<file path="config.mk">
export PLATFORM = sky130hd
export DESIGN_NAME = pipe_hazard_ctrl
export DESIGN_NICKNAME = d
export VERILOG_FILES = /design/src/rtl/pipe_hazard_ctrl.sv
export SDC_FILE = /design/constraint.sdc
export NUM_CORES = 1
export LEC_CHECK = 0
export BUFFER_PORTS_ARGS = -buffer_cell sky130_fd_sc_hd__buf_2
export CORE_UTILIZATION = 52
export CTS_BUF_LIST = sky130_fd_sc_hd__clkbuf_4 sky130_fd_sc_hd__clkbuf_8
export CTS_CLUSTER_DIAMETER = 100
export DETAILED_ROUTE_END_ITERATION = 10
export PLACE_DENSITY = 0.78
export SLEW_MARGIN = 10
export SYNTH_ARGS = -nofsm -noshare
export SYNTH_HDL_FRONTEND = slang
export SYNTH_SLANG_ARGS = --single-unit
</file>
<file path="constraint.sdc">
create_clock -name clk -period 1.8 [get_ports clk]
set_input_delay 0.45 -clock clk [delete_from_list [all_inputs] [get_ports clk]]
set_output_delay 0.45 -clock clk [all_outputs]
set_load 0.02 [all_outputs]
</file>
<file path="src/rtl/pipe_hazard_ctrl.sv">
// Hazard control for a 5-stage in-order pipeline: stalls, flushes, forwarding,
// memory-wait timeout and stall/flush performance counters.
// Ports:
//   clk, rst (async active-low)
//   validD, Rs1D, Rs2D, RdD, regWriteD, loadD, memAccD, luiD : decode slot
//   redirectE : taken branch/jump in Execute
//   memReady : data memory finishes the Memory-stage access this cycle
//   stallF/D/E/M, flushD/E : pipeline register controls
//   forwardAE/BE : operand selects (00 RF, 01 WB, 10 M ALU, 11 M lui)
//   memErr : sticky memory timeout; stallCnt/flushCnt : saturating counters
module pipe_hazard_ctrl #(
    parameter int REG_AW  = 5,
    parameter int CNT_W   = 16,
    parameter int TIMEOUT = 255
) (
    input  logic              clk,
    input  logic              rst,
    input  logic              validD,
    input  logic [REG_AW-1:0] Rs1D,
    input  logic [REG_AW-1:0] Rs2D,
    input  logic [REG_AW-1:0] RdD,
    input  logic              regWriteD,
    input  logic              loadD,
    input  logic              memAccD,
    input  logic              luiD,
    input  logic              redirectE,
    input  logic              memReady,
    output logic              stallF,
    output logic              stallD,
    output logic              stallE,
    output logic              stallM,
    output logic              flushD,
    output logic              flushE,
    output logic [1:0]        forwardAE,
    output logic [1:0]        forwardBE,
    output logic              memErr,
    output logic [CNT_W-1:0]  stallCnt,
    output logic [CNT_W-1:0]  flushCnt
);

    localparam int WW = $clog2(TIMEOUT + 1);
    localparam logic [WW-1:0] TMAX = WW'(TIMEOUT);
    localparam logic [CNT_W-1:0] CMAX = '1;

    logic              validE, regWriteE, loadE, memAccE, luiE;
    logic [REG_AW-1:0] rs1E, rs2E, rdE;
    logic              validM, regWriteM, memAccM, luiM;
    logic [REG_AW-1:0] rdM;
    logic              validW, regWriteW;
    logic [REG_AW-1:0] rdW;

    logic          memWait, loadUse, bubbleE;
    logic [WW-1:0] waitCnt, waitNext;

    assign memWait = validM & memAccM & ~memReady;
    assign loadUse = validE & loadE & (rdE != '0)
                   & ((rdE == Rs1D) | (rdE == Rs2D));
    // Redirect outranks load-use: the dependent instruction is squashed anyway.
    assign bubbleE = ~memWait & (redirectE | loadUse);

    // Outputs are forced quiet while reset is held, even if redirectE is high.
    assign stallF = rst & (memWait | (~redirectE & loadUse));
    assign stallD = stallF;
    assign stallE = rst & memWait;
    assign stallM = rst & memWait;
    assign flushD = rst & ~memWait & redirectE;
    assign flushE = rst & bubbleE;

    logic mHitA, mHitB, wHitA, wHitB;
    assign mHitA = validM & regWriteM & (rdM != '0) & (rdM == rs1E);
    assign mHitB = validM & regWriteM & (rdM != '0) & (rdM == rs2E);
    assign wHitA = validW & regWriteW & (rdW != '0) & (rdW == rs1E);
    assign wHitB = validW & regWriteW & (rdW != '0) & (rdW == rs2E);

    assign forwardAE = mHitA ? (luiM ? 2'b11 : 2'b10) : (wHitA ? 2'b01 : 2'b00);
    assign forwardBE = mHitB ? (luiM ? 2'b11 : 2'b10) : (wHitB ? 2'b01 : 2'b00);

    always_ff @(posedge clk or negedge rst) begin
        if (!rst) begin
            validE    <= 1'b0;
            regWriteE <= 1'b0;
            loadE     <= 1'b0;
            memAccE   <= 1'b0;
            luiE      <= 1'b0;
            rs1E      <= '0;
            rs2E      <= '0;
            rdE       <= '0;
            validM    <= 1'b0;
            regWriteM <= 1'b0;
            memAccM   <= 1'b0;
            luiM      <= 1'b0;
            rdM       <= '0;
        end else if (!memWait) begin
            if (bubbleE) begin
                validE    <= 1'b0;
                regWriteE <= 1'b0;
                loadE     <= 1'b0;
                memAccE   <= 1'b0;
                luiE      <= 1'b0;
            end else begin
                validE    <= validD;
                regWriteE <= validD & regWriteD;
                loadE     <= validD & loadD;
                memAccE   <= validD & memAccD;
                luiE      <= validD & luiD;
                rs1E      <= Rs1D;
                rs2E      <= Rs2D;
                rdE       <= RdD;
            end
            validM    <= validE;
            regWriteM <= regWriteE;
            memAccM   <= memAccE;
            luiM      <= luiE;
            rdM       <= rdE;
        end
    end

    // W takes a bubble while M is stuck waiting on memory.
    always_ff @(posedge clk or negedge rst) begin
        if (!rst) begin
            validW    <= 1'b0;
            regWriteW <= 1'b0;
            rdW       <= '0;
        end else if (memWait) begin
            validW    <= 1'b0;
            regWriteW <= 1'b0;
        end else begin
            validW    <= validM;
            regWriteW <= regWriteM;
            rdW       <= rdM;
        end
    end

    assign waitNext = !memWait ? '0
                    : (waitCnt == TMAX) ? waitCnt : waitCnt + 1'b1;

    always_ff @(posedge clk or negedge rst) begin
        if (!rst) begin
            waitCnt  <= '0;
            memErr   <= 1'b0;
            stallCnt <= '0;
            flushCnt <= '0;
        end else begin
            waitCnt <= waitNext;
            if (waitNext == TMAX && memWait) begin
                memErr <= 1'b1;
            end
            if (stallF && stallCnt != CMAX) begin
                stallCnt <= stallCnt + 1'b1;
            end
            if (redirectE && !memWait && flushCnt != CMAX) begin
                flushCnt <= flushCnt + 1'b1;
            end
        end
    end

endmodule

</file>
Word-level counts from Yosys, hierarchy flattened
Index checks and enable logic that the tools add are counted.
{"block": "op_classes", "add_sub_neg": 3, "mul": 0, "div": 0, "n_lt_le_gt_ge": 0, "n_eq_ne": 10, "shifts": 0, "mux": 14, "n_bitwise": 31, "n_reduce_logical": 9}
{"operator": "$add A16 B1 Y16 const B", "count": 2}
{"operator": "$ne A16 B16 Y1 const B", "count": 2}
{"operator": "$eq A5 B5 Y1", "count": 6}
{"operator": "$and A1 B1 Y1", "count": 24}
{"operator": "$eq A8 B8 Y1 const B", "count": 2}
{"operator": "$mux W8", "count": 2}
{"operator": "$reduce_bool A5 Y1", "count": 3}
{"operator": "$mux W1", "count": 10}
{"operator": "$add A8 B1 Y8 const B", "count": 1}
{"operator": "$logic_and A1 B1 Y1", "count": 4}
{"operator": "$mux W2", "count": 2}
{"operator": "$not A1 Y1", "count": 4}
{"operator": "$or A1 B1 Y1", "count": 3}
{"operator": "$reduce_and A2 Y1", "count": 1}
{"operator": "$logic_not A1 Y1", "count": 1}
{"block": "totals", "ff_bits": 77, "latchBits": 0, "ramBits": 0, "rom_bits": 0, "inputBits": 24, "word_cells": 87, "memories": 0}

Depth between registers and ports, before layout
{"block": "logic_depth", "depth_word": 7, "depth_mapped": 8}

Least setup slack after synthesis
No wires, ideal clock.
{"block": "synth_path", "kind": "register to output", "from": "register rdM[1]", "to": "output forwardAE[0]", "arrival_time_ns": 1.722, "path_slack_ns": -0.372, "stages_incl_launch_ff": 5, "path_buffers": 0, "path_cell_list": "dfrtp_1 > or4_1 > o211ai_1 > nor4_1 > o21ai_0"}
{"block": "synth_via", "elab_chain_cells": 4, "word_cells_on_any_way": 5, "cone_classes": "eq/ne (1); mux (1); bitwise (2); reduce/logical (1)"}
{"element": "start, declared", "line_no": "48", "source": "logic [REG_AW-1:0] rdM;"}
{"element": "start signal, assigned", "line_no": "114", "source": "rdM <= rdE;"}
{"element": "$reduce_bool A5 Y1", "line_no": "70", "source": "assign mHitA = validM & regWriteM & (rdM != '0) & (rdM == rs1E);"}
{"element": "$and A1 B1 Y1", "line_no": "70"}
{"element": "$and A1 B1 Y1 *", "line_no": "70"}
{"element": "via mHitA", "line_no": "69", "source": "logic mHitA, mHitB, wHitA, wHitB;"}
{"element": "$mux W2 *", "line_no": "75", "source": "assign forwardAE = mHitA ? (luiM ? 2'b11 : 2'b10) : (wHitA ? 2'b01 : 2'b00);"}
{"element": "end, declared", "line_no": "34", "source": "output logic [1:0] forwardAE,"}
Mark *: on every way through the listed nets, which the timed path passes. The rest lies on a longest branch.

Final worst setup path
{"block": "layout_path", "from": "register rdE[3]", "to": "output flushE"}
{"block": "layout_via", "elab_chain_cells": 6, "word_cells_on_any_way": 9, "cone_classes": "eq/ne (2); bitwise (6); reduce/logical (1)"}
{"element": "start, declared", "line_no": "46", "source": "logic [REG_AW-1:0] rs1E, rs2E, rdE;"}
{"element": "start signal, assigned", "line_no": "108", "source": "rdE <= RdD;"}
{"element": "$eq A5 B5 Y1 / $reduce_bool A5 Y1 (equally long branches)", "line_no": "57, 56"}
{"element": "$or A1 B1 Y1 / $and A1 B1 Y1 (equally long branches)", "line_no": "57, 56"}
{"element": "$and A1 B1 Y1 *", "line_no": "57", "source": "& ((rdE == Rs1D) | (rdE == Rs2D));"}
{"element": "$or A1 B1 Y1 *", "line_no": "59", "source": "assign bubbleE = ~memWait & (redirectE | loadUse);"}
{"element": "$and A1 B1 Y1 *", "line_no": "59"}
{"element": "$and A1 B1 Y1 *", "line_no": "67", "source": "assign flushE = rst & bubbleE;"}
{"element": "end, declared", "line_no": "33", "source": "output logic flushE,"}
Mark *: on every way between the ends. The rest lies on a longest branch, timed or not.

==> impl_metrics.toml <==
[outcome]
outcome = "complete, but fails checks"
violations = "setup timing"

[clocking]
clock_latency_ps = 350
cts_buffers = 9
htreeDepth = 3
cts_tree = "done"
clk_pin_slew_ps = 80
clock-root-buffer = "clkbuf_8"
cts_max_path_buffers = 2
postCtsHoldBufs = 0
numClockSinks = 77

[cells_and_area]
layout.nets = 570
layout_commonest_cell = "buf_4"
area_growth_pct = 52.09
drive_gt1_share_pct = 50.36
fin_cells = 644
fin_area_sq_um = 5791
antenna_cells = 0
mostFrequentLayoutCells = "105 x buf_4, 73 x dfrtp_1, 58 x nand2_1, 55 x buf_2, 28 x xor2_1"

[global_routing]
antenna_found_initial = 0
grt_pass1_vias = 3441
grt_remaining_overflow = 0
grt_first_pass_wirelength_mm = 16.42
grt_max_degree = 32
track_usage_pct = 28.43

[detailed_routing]
dr.pass1.iters = 4
dr.max_layer_used = "met4"
routed-wl-met2_mm = 6.638
final_antenna_net_count = 0
num_vias = 3622
drt_iter0_drc = 211
drt_wl_total_mm = 12.50
dr_wl_met3_um = 635
avgViaCountPerCell = 5.624
routedWlPerCell_um = 19.42
drc = 0
drt-met1-wl_mm = 4.782

[timing]
setup_viol = 47
holdWs_ps = 47.00
tns_ps = -19710
post-route-period-util_pct = 139.5
hold_viol_final = 0
fmax_ghz = 0.3981
rsz0062_at_grt = "true"
worst-slew-pin-transition_ps = 481.4
slew_viol_final = 0
finalWorstSetupSlack_ps = -711.8
relSlewSlack_pct = 67.55
layout_min_cycle_time_ps = 2512
finalClockSkew_ps = 6.929

[setup_path]
r2r-end = "stallCnt[12]"
critPathCaptureType = "output port"
cp-startpoint = "rdE[3]"
start_kind = "register"
worst-path-max-fanout = 3
r2r_cells = 11
worstPathArrival_ps = 2060
reg2reg_slack_ps = -510
cp.required_ps = 1350
critPathKind = "reg -> out"
r2r-start = "rdE[4]"

[synthesis]
netlist_top_cells_area = "dfrtp_1 51%, xnor2_1 8.1%, xor2_1 6.7%"
syn_area_sq_um = 3807
synth_fp_nets = 388
yosys.area.top_type = "dfrtp_1"
synth-seq-cells = 77
yosysUniqueCellTypes = 48
ys_seq_area_share_pct = 50.61
synth_area_per_cell_sq_um = 10.55
yosys_warnings = 0
synthCells = 361
yosysTopAreaCellShare_pct = 50.61

[die]
die-height_um = 87.57
row_count = 30
die_w_um = 87.57
die_area_sq_um = 7669
ioPinCount = 67
initial_core_util_pct = 54.83
core_sq_um = 6944

[job]
cap_violations = 0

[placed_design]
placed_area_sq_um = 4964
numPortBuffers = 66
dp_hpwl_mm = 6.949
dp.cells = 597
gp_congestion = 0.8455

[power_and_ir_drop]
ir_worst_vdd_mv = 0.8893
power_density_nw_per_um2 = 841.6
power.leakage_nw = 2.877
p_total_mw = 4.873

[min_path]
min_path_type = "in -> async"
==> cells in the mapped netlist, drive strengths merged <==
library cell / instances
buf: 7
nor2b: 2
nor3: 7
nand2: 63
o41ai: 1
nor4b: 1
or2: 5
nor2: 23
a22o: 1
and3: 6
o21ai: 3
o211a: 1
or4: 3
a41o: 1
o22ai: 1
inv: 7
o211ai: 3
a2111oi: 1
mux2i: 1
nand3: 23
and4: 1
nand2b: 1
nand4: 9
nor3b: 1
nand3b: 1
ha: 3
xor2: 29
a21boi: 1
a32o: 4
a21oi: 5
a31oi: 1
mux2: 18
xnor2: 35
and3b: 1
and2: 1
dfrtp: 77
clkbuf: 5
nor4: 8
==> registers in the layout, indices dropped and copies added, names as in the netlist, 5 cells and up <==
| name | cells |
|---|---|
| rdE | 5 |
| rdM | 5 |
| rs2E | 5 |
| rdW | 5 |
| stallCnt | 16 |
| waitCnt | 8 |
| flushCnt | 16 |
| rs1E | 5 |
==> routing by layer <==
metal | track usage (%) | vias up
met4 | 12.52 | 0
met2 | 47.44 | 169
met3 | 4.807 | 37
met1 | 36.74 | 1821
li1 | - | 1595
met5 | 0 | -
==> critical path, cell delays in order, from the launching register on <==
cell      delay, ps
dfrtp_1         410
or4_4           560
o211ai_4        270
nor2b_4          70
o211a_1         250
buf_6           140
==> logic make-up after synthesis <==
group                      share of synthesized area [%]
AOI/OAI and AO/OA                                  5.291
xor gates and xnor gates                           14.72
adders and majority gates                         0.9860
buffers and inverters                              2.695
DFF                                                50.61
muxes                                              5.685
and+or+nand+nor                                    20.01
==> cell type report <==
type / instances / area (sq um)
Tap cell: 96 / 120.1
Clock buffer: 13 / 172.7
Inverter: 7 / 28.78
Clock inverter: 3 / 42.54
Multi-Input combinational cell: 265 / 2146
Fill cell: 343 / 1154
Sequential cell: 77 / 1932
Timing Repair Buffer: 183 / 1349
==> stage by stage <==
step	util (%)	setup slack [ps]
after CTS	78.16	-622.1
after floorplan	-	-263.5
final	83.39	-711.8
after global placement	71.48	-252.4
after detailed placement	71.48	-298.5
after global routing	83.39	-743.5
==> how the worst max path moves through the flow <==
stage	slack (ps)	to	depth (start not counted)
finish	-710	flushE	5
global route	-740	flushE	5
CTS	-620	stallD	7
detailed placement	-300	stallCnt[12]	8
global placement	-250	stallCnt[12]	8
floorplan	-260	rdE[0]	6
==> power by group <==
group | total (mW) | leakage, nW | internal (mW) | switching [mW]
logic | 1.35 | 1.78 | 0.657 | 0.696
clock network | 1.42 | 0.109 | 0.769 | 0.652
registers | 2.10 | 0.983 | 1.91 | 0.188
total | 4.87 | 2.88 | 3.34 | 1.54
==> what timing repair did <==
action | in CTS | in global routing
resized for setup | 34 | 49
setup endpoints to repair | 48 | 59
setup buffers | 14 | 19
endpoints found under the hold margin | 0 | 0
pin swaps | 17 | 26
No activity file was read; power rests on OpenSTA's default activity.
